**src/rtl/sprite_pixel_pipe.sv**
```systemverilog
// sprite_pixel_pipe
//   Fixed-latency sprite compositing stage. Registers the sprite ROM address,
//   waits out the ROM read latency, applies colour-key transparency and
//   composites the sprite pixel over the lower-layer background pixel. The
//   sync/active sideband is delayed so that the composed RGB leaves aligned
//   with it. Total latency LAT = ROM_LATENCY + 2 clocks, no stalls.
//
// Ports:
//   clk, rst_n        pixel clock, synchronous active-low reset
//   addr_in, valid_in sprite ROM address and in-sprite-box flag
//   hsync_in, vsync_in, active_in, bg_rgb  sideband aligned with addr_in
//   rom_addr / rom_data  sprite ROM read port (data ROM_LATENCY clocks later)
//   rgb, hsync, vsync, active, hit  registered composed outputs
//   hit_count         opaque-pixel count of the previous frame
//
// Optional feature macro: SPRITE_PIPE_HIT_COUNT_EN
//   Defined: per-frame saturating 20-bit opaque-pixel counter, latched into
//   hit_count at the start of each output vsync pulse.
//   Undefined: hit_count is tied to zero.
module sprite_pixel_pipe #(
  parameter int               AWIDTH      = 14,
  parameter int               CWIDTH      = 12,
  parameter int               ROM_LATENCY = 1,
  parameter logic [CWIDTH-1:0] TRANSPARENT = 12'hF0F,
  parameter logic             SYNC_IDLE   = 1'b1
) (
  input  logic              clk,
  input  logic              rst_n,
  input  logic [AWIDTH-1:0] addr_in,
  input  logic              valid_in,
  input  logic              hsync_in,
  input  logic              vsync_in,
  input  logic              active_in,
  input  logic [CWIDTH-1:0] bg_rgb,
  output logic [AWIDTH-1:0] rom_addr,
  input  logic [CWIDTH-1:0] rom_data,
  output logic [CWIDTH-1:0] rgb,
  output logic              hsync,
  output logic              vsync,
  output logic              active,
  output logic              hit,
  output logic [19:0]       hit_count
);

  // Sideband stages needed to line up with rom_data (LAT-1).
  localparam int DLY = ROM_LATENCY + 1;

  logic [AWIDTH-1:0]          rom_addr_q, rom_addr_d;
  logic [DLY-1:0]             valid_pipe_q, valid_pipe_d;
  logic [DLY-1:0]             hs_pipe_q, hs_pipe_d;
  logic [DLY-1:0]             vs_pipe_q, vs_pipe_d;
  logic [DLY-1:0]             act_pipe_q, act_pipe_d;
  logic [DLY-1:0][CWIDTH-1:0] bg_pipe_q, bg_pipe_d;
  logic [CWIDTH-1:0]          rgb_q, rgb_d;
  logic                       hsync_q, hsync_d;
  logic                       vsync_q, vsync_d;
  logic                       active_q, active_d;
  logic                       hit_q, hit_d;

  // Next-state for the address register, sideband delay line and compose.
  always_comb begin
    // Zero address outside the sprite keeps the ROM quiet; its data is ignored.
    rom_addr_d   = valid_in ? addr_in : {AWIDTH{1'b0}};
    valid_pipe_d = {valid_pipe_q[DLY-2:0], valid_in};
    hs_pipe_d    = {hs_pipe_q[DLY-2:0], hsync_in};
    vs_pipe_d    = {vs_pipe_q[DLY-2:0], vsync_in};
    act_pipe_d   = {act_pipe_q[DLY-2:0], active_in};
    bg_pipe_d    = {bg_pipe_q[DLY-2:0], bg_rgb};

    hsync_d  = hs_pipe_q[DLY-1];
    vsync_d  = vs_pipe_q[DLY-1];
    active_d = act_pipe_q[DLY-1];

    // Blanking wins over everything, then an opaque sprite pixel, then background.
    if (!act_pipe_q[DLY-1]) begin
      rgb_d = {CWIDTH{1'b0}};
      hit_d = 1'b0;
    end else if (valid_pipe_q[DLY-1] && (rom_data != TRANSPARENT)) begin
      rgb_d = rom_data;
      hit_d = 1'b1;
    end else begin
      rgb_d = bg_pipe_q[DLY-1];
      hit_d = 1'b0;
    end
  end

  // Pipeline registers; reset discards every in-flight pixel.
  always_ff @(posedge clk) begin
    if (!rst_n) begin
      rom_addr_q   <= {AWIDTH{1'b0}};
      valid_pipe_q <= {DLY{1'b0}};
      hs_pipe_q    <= {DLY{SYNC_IDLE}};
      vs_pipe_q    <= {DLY{SYNC_IDLE}};
      act_pipe_q   <= {DLY{1'b0}};
      bg_pipe_q    <= {DLY{{CWIDTH{1'b0}}}};
      rgb_q        <= {CWIDTH{1'b0}};
      hsync_q      <= SYNC_IDLE;
      vsync_q      <= SYNC_IDLE;
      active_q     <= 1'b0;
      hit_q        <= 1'b0;
    end else begin
      rom_addr_q   <= rom_addr_d;
      valid_pipe_q <= valid_pipe_d;
      hs_pipe_q    <= hs_pipe_d;
      vs_pipe_q    <= vs_pipe_d;
      act_pipe_q   <= act_pipe_d;
      bg_pipe_q    <= bg_pipe_d;
      rgb_q        <= rgb_d;
      hsync_q      <= hsync_d;
      vsync_q      <= vsync_d;
      active_q     <= active_d;
      hit_q        <= hit_d;
    end
  end

  assign rom_addr = rom_addr_q;
  assign rgb      = rgb_q;
  assign hsync    = hsync_q;
  assign vsync    = vsync_q;
  assign active   = active_q;
  assign hit      = hit_q;

`ifdef SPRITE_PIPE_HIT_COUNT_EN
  logic [19:0] hit_cnt_q, hit_cnt_d;
  logic [19:0] hit_count_q, hit_count_d;
  logic        frame_start_s;

  // Saturating increment: the count sticks at all-ones.
  function automatic logic [19:0] sat_inc(input logic [19:0] v, input logic inc);
    if (inc && (v != 20'hFFFFF)) begin
      return v + 20'd1;
    end else begin
      return v;
    end
  endfunction

  // Frame counter; a hit on the frame-start cycle still belongs to the old frame.
  always_comb begin
    frame_start_s = (vsync_q == SYNC_IDLE) && (vsync_d != SYNC_IDLE);
    if (frame_start_s) begin
      hit_count_d = sat_inc(hit_cnt_q, hit_d);
      hit_cnt_d   = 20'd0;
    end else begin
      hit_count_d = hit_count_q;
      hit_cnt_d   = sat_inc(hit_cnt_q, hit_d);
    end
  end

  // Counter registers.
  always_ff @(posedge clk) begin
    if (!rst_n) begin
      hit_cnt_q   <= 20'd0;
      hit_count_q <= 20'd0;
    end else begin
      hit_cnt_q   <= hit_cnt_d;
      hit_count_q <= hit_count_d;
    end
  end

  assign hit_count = hit_count_q;
`else
  assign hit_count = 20'd0;
`endif

endmodule

```
**config.mk**
```make
export PLATFORM = sky130hd
export DESIGN_NAME = sprite_pixel_pipe
export DESIGN_NICKNAME = d
export VERILOG_FILES = /design/src/rtl/sprite_pixel_pipe.sv
export SDC_FILE = /design/constraint.sdc
export NUM_CORES = 1
export LEC_CHECK = 0
export CORE_MARGIN = 2
export CORE_UTILIZATION = 25
export DETAILED_ROUTE_END_ITERATION = 6
export GPL_TIMING_DRIVEN = 0
export PLACE_DENSITY = 0.53
export SETUP_SLACK_MARGIN = 0.5
export SYNTH_ARGS = -nofsm -noshare
export SYNTH_HDL_FRONTEND = slang
export SYNTH_SLANG_ARGS = --single-unit
```
**constraint.sdc**
```tcl
create_clock -name clk -period 3.5 [get_ports clk]
set_input_delay 0.35 -clock clk [delete_from_list [all_inputs] [get_ports clk]]
set_output_delay 0.35 -clock clk [all_outputs]
set_load 0.005 [all_outputs]
```
# Word level (Yosys, flattened, before mapping)
# Cells that the tools add are included.
[totals]
input_bits = 44
register_bits = 62
elab_cells = 18
out_inout_bits = 50
[classes]
eq_ne = 1
muxes = 2
reduce_logical = 3
[op_table]
columns = ["op", "count"]
rows = [
  ["$mux 12", 1],
  ["$ne 12x12->1 const B", 1],
  ["$reduce_and 2->1", 2],
  ["$logic_and 1x1->1", 1],
  ["$mux 1", 1],
]

# Logic depth before layout (Yosys ltp)
[logic_depth]
ltp_word = 3
mapped_depth = 4
ltp_nobuf = 3

# Worst setup path before layout
# OpenSTA, ideal clock, no wires.
[synth_path]
kind = "input -> register"
from = "in rom_data[6]"
to = "reg hit_q (netlist: hit)"
t_required_ns = 3.385
arrival_time_ns = 1.287
cell_stages = 4
setup_slack_ns = 2.098
setup_time_ns = 0.115
n_path_buf = 1
path_cell_list = "nand4bb_4 o41a_1 buf_6 and2_1"
[synth_between]
elab_chain_cells = 3
[synth_lines]
columns = ["item", "line_no", "rtl"]
rows = [
  ["start, declared", "36", "input logic [CWIDTH-1:0] rom_data,"],
  ["$ne 12x12->1", "78", "end else if (valid_pipe_q[DLY-1] && (rom_data != TRANSPARENT)) begin"],
  ["$logic_and 1x1->1", "78", ""],
  ["$mux 1", "78", ""],
  ["end signal, assigned", "112", "hit_q <= hit_d;"],
  ["end, declared", "58", "logic hit_q, hit_d;"],
]
# No other way between the ends.
# A chain may end at the register's enable or synchronous reset.

# Worst setup path after layout
# Same ends and word-level chain as after synthesis.

==> flow_summary.yaml <==
floorplan:
  die-height_um: 94.9
  die_area_mm2: 0.00901
  dieWidth_um: 94.9
  floorplan.initialDensity_pct: 25.5
  core.rowCount: 33
  core_region_area_mm2: 0.00809
  ios: 94
logic_synthesis:
  seq_area_frac_synth_pct: 60.1
  synth_largest_type_area_fraction_pct: 60.1
  synthSimpleGateAreaFrac_pct: 22.5
  synth-main-ff-cell: "sky130_fd_sc_hd__dfxtp_1"
  synth_xor_area_share_pct: 0
  synth.lib_cells_used.distinct: 21
  yosysWarningCount: 0
  synth.largest_area_cell: "sky130_fd_sc_hd__dfxtp_1"
  post_synthesis_adder_cell_area_fraction_pct: 0
  synthArstFlopShare_pct: 0
  post_synth_mux_area_share_pct: 2.91
  synthesis.instances: 188
  synth_compound_area_share_pct: 4.30
  synth_area_leaders: "sky130_fd_sc_hd__dfxtp_1, sky130_fd_sc_hd__and2_1, sky130_fd_sc_hd__buf_4"
  synth_enable_flop_cells: 0
  syn-cell-area_mm2: 0.00207
  syn_area_per_cell_um2: 11.0
  synth_top_family_by_area: "simple AND/OR/NAND/NOR gates"
  number_of_synthesized_register_bits: 62
cells_and_area:
  drive_gt1_share_pct: 13.2
  areaGrowthSynthToFinish_pct: 54.0
  nets: 335
  final_design_area_no_fill_mm2: 0.00318
  total_area_of_sequential_cells_mm2: 0.00124
  n_antenna_cell: 0
  final.fill_count: 828
  post-route-util_pct: 39.3
  multi_input_comb_area_um2: 689
cts:
  resized_gates_after_cts: 0
  cts_root_buf: "sky130_fd_sc_hd__clkbuf_8"
  number_of_buffers_inserted_during_clock_tree_synthesis: 9
  cts_tree: "built"
  postCtsHoldBufs: 0
  clk_pin_slew_worst_paths_ns: 0.06
  cts_htree_levels: 3
  cts.repair_timing.setup_buffer_count: 0
  clock_sink_count: 62
  clk_latency_ns: 0.32
  max-clock-path-buffers: 2
critical_path:
  cell_family_contributing_the_most_delay_on_the_critical_path: "buffers and inverters"
  criticalPathCategory: "in2reg"
  critical_path_peak_fanout: 9
  critPathArrivalTime_ns: 1.80
  timing.critical_path.from_type: "primary input"
  critical_path.max_stage_delay_ns: 0.44
  critical-path-slowest-cell: "sky130_fd_sc_hd__o41a_1"
  critPathBufInv: 2
  critical_path_cell_by_cell: "clkdlybuf4s50_1 > nand4bb_4 > o41a_1 > buf_6 > and2_1"
  endpoint_kind: "register"
  worstPathRequired_ns: 3.72
route:
  postRouteWirelength_um: 4160
  drt-initial-drc-count: 29
  detail_route.wl_per_cell_um: 10.4
  routed_via_density: 3.62
  route.vias.total: 1453
  route.detailed.drc: 0
  1st_pass_router_iterations: 4
  antenna_violating_nets_post_route: 0
power_and_ir_drop:
  combPwrFrac_pct: 9.2
  power_density_mw_per_mm2: 454
  clock_network_power_share_pct: 39.7
  power.switching_w: 0.000299
  static-leakage-power_nw: 1.31
  netSwitchingFraction_pct: 20.7
  intPower_w: 0.00115
  sequentialPowerShare_pct: 51.0
  ir_drop_mv: 0.142
sta:
  max_freq_mhz: 635
  finClkSkew_ns: 0.00435
  period_minus_slack_ns: 1.57
  drv_slew: 0
  final-setup-viol-count: 0
  fin_setup_tns_ns: 0
  hold_violations: 0
  grt_setup_unrepaired: "no"
  finalCritPeriodShare_pct: 45.0
  worst_hold_margin_ns: 0.408
placement:
  hpwlAfterDp_um: 3170
  port_buffers: 73
  postPlaceCellArea_mm2: 0.00300
  gp_congestion: 0.788
global_routing:
  number_of_antenna_violations_at_the_first_check_in_global_routing: 0
  first_global_vias: 1395
  grt_overflow: 0
  grt_pass1_wl_um: 6620
  largest_net_degree_at_the_start_of_global_routing: 11
  gr-usage-all-layers_pct: 9.88
run_status:
  run_status: "completed"
run:
  max-cap-violations: 0
hold_path:
  worstHoldPathType: "reg2reg"
==> sequential cells by signal, indices dropped and copies added (netlist names) <==
signal        count
act_pipe_q        2
rom_addr         14
active            1
bg_pipe_q        12
hit               1
rgb              12
hsync             1
bg_pipe_d        12
hs_pipe_q         2
vsync             1
valid_pipe_q      2
vs_pipe_q         2
==> power groups by stage <==
stage / Combinational [W] / Clock [W] / Sequential, W
finish: 0.000134 / 0.000574 / 0.000737
global route: 0.000148 / 0.000629 / 0.000739
CTS: 0.000135 / 0.000601 / 0.000737
detailed placement: 0.000135 / 0 / 0.000753
global placement: 0.000134 / 0 / 0.000753
floorplan: 0.0000558 / 0 / 0.000753
==> layer usage <==
layer | up-vias | GRT usage, % | part of all wire (%)
met2 | 46 | 15.4 | 48
met4 | 0 | 7.61 | 2.2
li1 | 774 | - | -
met1 | 625 | 11.0 | 43
met5 | - | 0 | 0
met3 | 8 | 3.43 | 7.6
==> worst reg2reg max path, delay by kind of cell (launching register included) <==
family                 cells  cell delay (ns)
buffers and inverters      2             0.48
flip-flops                 1             0.30
AO/OA/AOI/OAI              1             0.24
multiplexers               1             0.19
==> per-stage QoR <==
stage | setup WS (ns) | total power (W) | cells
finish | 1.93 | 0.00144 | 401
global route | 1.83 | 0.00152 | 401
CTS | 1.94 | 0.00147 | 401
detailed placement | 1.58 | 0.000887 | 385
global placement | 1.57 | 0.000886 | 385
floorplan | 2.10 | 0.000809 | 207
==> worst paths after layout <==
kind	from	slack, ns	end	depth (start not counted)
min reg2reg	vs_pipe_q[0]$_SDFF_PN1_	0.41	vs_pipe_q[1]$_SDFF_PN1_	1
max	rom_data[6]	1.93	hit$_SDFF_PN0_	5
max reg2reg	valid_pipe_q[1]$_SDFF_PN0_	2.21	rgb[1]$_SDFF_PN0_	4
min	vs_pipe_q[0]$_SDFF_PN1_	0.41	vs_pipe_q[1]$_SDFF_PN1_	1
==> placed cells by master (no fill, tap or decap), drive strengths merged <==
cell type	n
conb	20
dfxtp	62
nand3	4
o31a	2
o21ai	2
clkbuf	20
o221a	2
and2	30
mux2i	6
buf	21
clkinv	4
bufinv	1
nand4bb	2
and3	14
nand2b	8
a31oi	2
nor3	1
inv	3
clkdlybuf4s50	73
nand2	16
o211ai	2
o41a	1
==> cell usage after synthesis, drive strengths merged (2+ instances only) <==
| cell | number |
|---|---|
| inv | 3 |
| o221a | 2 |
| nand2 | 16 |
| o31a | 2 |
| and2 | 30 |
| o21ai | 2 |
| buf | 21 |
| clkbuf | 9 |
| a31oi | 2 |
| dfxtp | 62 |
| mux2i | 6 |
| o211ai | 2 |
| and3 | 14 |
| nand4bb | 2 |
| nand2b | 8 |
| nand3 | 4 |
==> kinds of logic (layout without fill, tap and decap cells) <==
family                 after synthesis  in the layout
AO/OA/AOI/OAI                       11             11
multiplexers                         6              6
flip-flops                          62             62
buffers and inverters               33            122
other                                1             20
AND/OR/NAND/NOR                     75             75
==> layout make-up <==
| class | instances | share of cell area (%) |
|---|---|---|
| Inverter | 3 | 0.354 |
| Multi-Input combinational cell | 112 | 21.7 |
| Sequential cell | 62 | 39.0 |
| Tap cell | 105 | 4.13 |
| Buffer | 30 | 6.14 |
| Timing Repair Buffer | 73 | 23.0 |
| Clock buffer | 11 | 4.13 |
| Clock inverter | 5 | 1.57 |
Note: power is estimated with default switching activity, not from simulation.
